**config.mk**
```make
export PLATFORM = sky130hd
export DESIGN_NAME = fifo_ctrl
export DESIGN_NICKNAME = d
export VERILOG_FILES = /design/src/rtl/fifo_ctrl.sv
export SDC_FILE = /design/constraint.sdc
export NUM_CORES = 1
export LEC_CHECK = 0
export ABC_CLOCK_PERIOD_IN_PS = 4400
export CAP_MARGIN = 20
export CELL_PAD_IN_SITES_DETAIL_PLACEMENT = 1
export CELL_PAD_IN_SITES_GLOBAL_PLACEMENT = 1
export CORE_MARGIN = 3
export CORE_UTILIZATION = 37
export CTS_CLUSTER_SIZE = 20
export DETAILED_ROUTE_END_ITERATION = 16
export PLACE_DENSITY = 0.81
export SLEW_MARGIN = 10
export SYNTH_ARGS = -nofsm -noshare
export SYNTH_HDL_FRONTEND = slang
export SYNTH_SLANG_ARGS = --single-unit
```
**constraint.sdc**
```tcl
create_clock -name CK -period 4.4 [get_ports CK]
set_input_delay 0.88 -clock CK [delete_from_list [all_inputs] [get_ports CK]]
set_output_delay 0.88 -clock CK [all_outputs]
set_load 0.05 [all_outputs]
```
**src/rtl/fifo_ctrl.sv**
```systemverilog
`default_nettype none
// ============================================================================
// Module   : fifo_ctrl
// Purpose  : Pointer-and-flag controller for a register-based FIFO. Converts
//            write/read requests into one-hot per-entry write strobes and a
//            read-select code, and tracks occupancy, full/empty status and
//            sticky overflow/underflow errors. The storage array it drives
//            holds no control logic of its own.
// Ports    : CK    - clock, rising edge
//            CLR   - synchronous active-high reset (priority over all inputs)
//            WR    - write request
//            RD    - read request
//            WE    - one-hot write strobe per entry (combinational)
//            RSEL  - read-select code, equals the read pointer (registered)
//            COUNT - occupancy 0..DEPTH (registered)
//            EMPTY - COUNT==0 (registered)
//            FULL  - COUNT==DEPTH (registered)
//            OVF   - sticky overflow error (registered)
//            UNF   - sticky underflow error (registered)
// Revision : 1.0 - initial release
// ============================================================================
module fifo_ctrl #(
    parameter int DEPTH = 4,
    parameter int AW    = 2
) (
    input  logic             CK,
    input  logic             CLR,
    input  logic             WR,
    input  logic             RD,
    output logic [DEPTH-1:0] WE,
    output logic [AW-1:0]    RSEL,
    output logic [AW:0]      COUNT,
    output logic             EMPTY,
    output logic             FULL,
    output logic             OVF,
    output logic             UNF
);

    localparam logic [AW:0] c_CNT_FULL = (AW+1)'(DEPTH);
    localparam logic [AW:0] c_CNT_ONE  = (AW+1)'(1);

    logic [AW-1:0] r_wp_q;
    logic [AW-1:0] r_rp_q;
    logic [AW:0]   r_cnt_q;
    logic          r_empty_q;
    logic          r_full_q;
    logic          r_ovf_q;
    logic          r_unf_q;

    logic [AW-1:0] w_wp_d;
    logic [AW-1:0] w_rp_d;
    logic [AW:0]   w_cnt_d;
    logic          w_wa;
    logic          w_ra;

    // A write at FULL is still accepted when a read frees the head entry in
    // the same cycle; the head is overwritten at the edge after being read.
    assign w_wa = WR & (~r_full_q | RD) & ~CLR;
    // No fall-through: a read at EMPTY is rejected even alongside a write.
    assign w_ra = RD & ~r_empty_q & ~CLR;

    generate
        for (genvar i = 0; i < DEPTH; i++) begin : g_we
            assign WE[i] = w_wa & (r_wp_q == AW'(i));
        end
    endgenerate

    always_comb begin
        w_wp_d  = r_wp_q;
        w_rp_d  = r_rp_q;
        w_cnt_d = r_cnt_q;
        if (w_wa) begin
            w_wp_d = r_wp_q + 1'b1;
        end
        if (w_ra) begin
            w_rp_d = r_rp_q + 1'b1;
        end
        if (w_wa && !w_ra) begin
            w_cnt_d = r_cnt_q + c_CNT_ONE;
        end else if (w_ra && !w_wa) begin
            w_cnt_d = r_cnt_q - c_CNT_ONE;
        end
    end

    always_ff @(posedge CK) begin
        if (CLR) begin
            r_wp_q    <= '0;
            r_rp_q    <= '0;
            r_cnt_q   <= '0;
            r_empty_q <= 1'b1;
            r_full_q  <= 1'b0;
            r_ovf_q   <= 1'b0;
            r_unf_q   <= 1'b0;
        end else begin
            r_wp_q    <= w_wp_d;
            r_rp_q    <= w_rp_d;
            r_cnt_q   <= w_cnt_d;
            // Flags derive from the next count so they align with COUNT.
            r_empty_q <= (w_cnt_d == '0);
            r_full_q  <= (w_cnt_d == c_CNT_FULL);
            r_ovf_q   <= r_ovf_q | (WR & r_full_q & ~RD);
            r_unf_q   <= r_unf_q | (RD & r_empty_q);
        end
    end

    assign RSEL  = r_rp_q;
    assign COUNT = r_cnt_q;
    assign EMPTY = r_empty_q;
    assign FULL  = r_full_q;
    assign OVF   = r_ovf_q;
    assign UNF   = r_unf_q;

endmodule
`default_nettype wire

```
==> metrics.csv, run 1 <==
stage,metric,value,unit
grt,grt_pass1_wl,2.60,mm
logic_synthesis,yosys-top-cells-area,"dfxtp_1, ha_1, xnor2_1, and3_2, nor2_1",
critical_path,required,3.52,ns
critical_path,timing_worst_setup_path_type,in -> out,
critical_path,startpoint_type,input pin,
clocking,numCtsBuffers,3,
routing,num_vias,566,
logic_synthesis,synth-simple-area-share,31.5,%
flow_run,cap_viol_max_count,0,
timing,slew_headroom,66.8,%
clocking,clock-sinks,11,
logic_synthesis,yosysSeqAreaShare,33.8,%
grt,antenna_found_initial,0,
die,core_area,0.00158,sq mm
logic_synthesis,synth_seq_cells,11,
logic_synthesis,yosys.area.top_type_share,33.8,%
logic_synthesis,synth_nets,81,
pwr,p_per_area,483,mW/mm^2
clocking,cts_tree,yes,
routing,drc,0,
die,die_height,48.0,um
outcome,status,finished clean,
critical_path,worst_ep_arrival_time,2.86,ns
critical_path,crit_fanout,11,
logic_synthesis,synth_area_leader_cell,dfxtp_1,
final_layout,areaGrowthSynthToFinish,30.7,%
logic_synthesis,synth_top_family_by_area,simple AND/OR/NAND/NOR gates,
placed_design,hpwl,1.16,mm
routing,routed_wl,1.52,mm
logic_synthesis,avgSynthCellArea,9.18,sq um
timing,tns,0,ns
routing,wl_per_cell,14.5,um
final_layout,drive_gt1_share,15.7,%
die,start_util,41.3,%
timing,slew_violations,0,
final_layout,nets,100,
routing,drtAntennaViolNets,0,
logic_synthesis,syn_inst,71,
pwr,p_leak,0.341,nW
die,io-pin-count,17,
final_layout,fin_area,852,sq um
placed_design,port-buffer-count,16,
logic_synthesis,netlist_area,652,sq um
clocking,ctsResizeCount,0,
clocking,cts_hold_buf,0,
final_layout,fin_util,54.0,%
routing,drt-vias-per-instance,5.39,
grt,globalRouteTotalUtil,16.9,%
final_layout,fillerInstances,188,
logic_synthesis,yosys.area_share.adder,11.5,%
timing,tightest_slew,0.497,ns
placed_design,place_area,826,sq um
timing,finClkSkew,0.00206,ns
clocking,clock-root-buffer,clkbuf_4,
timing,period_share,85.1,%
worst_hold_path,min_path_type,reg -> reg,
clocking,htreeDepth,1,
clocking,clk_path_buf_depth,2,
grt,grt_max_degree,14,
critical_path,crit_path_end_kind,primary output,
die,die_w,48.0,um
pwr,ir_drop,0.000230,V
timing,setup_viol,0,
clocking,cts_setup_buffers,0,
placed_design,gp_congestion,0.761,
timing,fin_crit,3.74,ns
routing,firstDrtPassIters,4,
timing,hold_viol,0,
die,rows,14,
logic_synthesis,synth-compound-area-share,11.1,%
grt,grt_overflow,0,
clocking,clk_latency,0.27,ns
timing,rsz0062_at_grt,no,
timing,timing.hold.ws,0.476,ns
final_layout,num_antenna_cells,0,
routing,drt-initial-drc-count,3,
logic_synthesis,synthMuxAreaShare,0,%
die,die_area,0.00230,sq mm
clocking,cts.clk_slew.worst_paths,0.07,ns
grt,grt_pass1_vias,583,
logic_synthesis,ys_types,30,
timing,fmax,267,MHz
logic_synthesis,yosysWarnings,0,
logic_synthesis,synthXorXnorAreaFrac,5.37,%
-- cell usage after synthesis --
cell type	instances
xnor2_1	4
clkbuf_1	1
nand4_4	1
and4_1	1
a31oi_1	2
nor2b_1	2
buf_4	1
nand2_1	2
nand2b_1	3
inv_1	6
or2_2	1
nor4_1	1
and3_1	1
nor3_1	1
a211oi_1	1
nand3_1	2
o32a_1	1
buf_2	2
nor3b_1	1
a211oi_2	1
nor2_1	8
a21oi_1	1
and3_2	4
nor4b_2	1
a311oi_1	2
or2_1	1
ha_1	6
and4b_4	1
dfxtp_1	11
o31ai_1	1
-- layout by cell type, fill, tap and decap left out, drive strengths merged, types with 3 or more instances in the layout --
| cell type | n |
|---|---|
| clkdlybuf4s50 | 16 |
| dfxtp | 11 |
| nor2 | 8 |
| inv | 6 |
| ha | 6 |
| and3 | 5 |
| xnor2 | 4 |
| clkbuf | 4 |
| nand2b | 3 |
-- report_power, final --
group / internal (mW) / switching [mW] / total [mW] / leakage, nW
Combinational: 0.0759 / 0.124 / 0.199 / 0.235
Clock: 0.0351 / 0.0346 / 0.0696 / 0.0150
Sequential: 0.120 / 0.0233 / 0.143 / 0.0903
-- sequential cells by signal (all words and copies together) (netlist names) --
register,flops
COUNT,3
EMPTY,1
FULL,1
OVF,1
RSEL,2
UNF,1
r_wp_q,2
-- per-layer routing --
metal	track usage [%]	vias up	part of all wire (%)
met5	0	-	0
met4	8.06	0	1.2
met3	4.89	4	2.8
met2	28.8	9	51
met1	19.1	268	45
li1	-	285	-
-- critical path, stage by stage --
cell             delay, ns
clkdlybuf4s50_1       0.55
nand2b_1              0.38
and3_2                0.25
clkdlybuf4s50_1       0.79
-- kinds of logic after synthesis --
group | after synthesis
adders and majority gates | 6
buffers and inverters | 10
and+or+nand+nor | 31
DFF | 11
xor gates and xnor gates | 4
AOI/OAI and AO/OA | 9
-- through the flow --
stage               setup WS, ns  total power, mW  instances
detailed placement         0.677            0.345        101
floorplan                   1.97            0.285         71
global route               0.583            0.446        105
CTS                        0.668            0.417        105
global placement           0.705            0.340        101
finish                     0.656            0.412        105
-- area by class of cell --
class	instances	area [sq um]	area share, %
tap	16	20.0	2.35
clock buffer	4	26.3	3.08
inverter	6	22.5	2.64
timing repair buffer	18	175	20.6
sequential	11	220	25.8
multi-input combinational	50	388	45.5
-- path summary, 6_finish.rpt --
kind         slack (ns)  depth (start not counted)  startpoint     to
min reg2reg        0.48                          2         UNF    UNF
max                0.66                          4          RD  WE[3]
min                0.48                          2         UNF    UNF
max reg2reg        2.86                          5    COUNT[0]   FULL
(Power assumes the default switching activity.)
==> inputs of run 2 (changes only) <==
--- a/config.mk
+++ b/config.mk
@@ -11,8 +11,10 @@
 export CELL_PAD_IN_SITES_GLOBAL_PLACEMENT = 1
 export CORE_MARGIN = 3
 export CORE_UTILIZATION = 37
+export CTS_CLUSTER_DIAMETER = 200
 export CTS_CLUSTER_SIZE = 20
 export DETAILED_ROUTE_END_ITERATION = 16
+export HOLD_SLACK_MARGIN = 0.12
 export PLACE_DENSITY = 0.81
 export SLEW_MARGIN = 10
 export SYNTH_ARGS = -nofsm -noshare
==> results of run 2 <==
Final layout, timing and power as in run 1 (identical DEF).
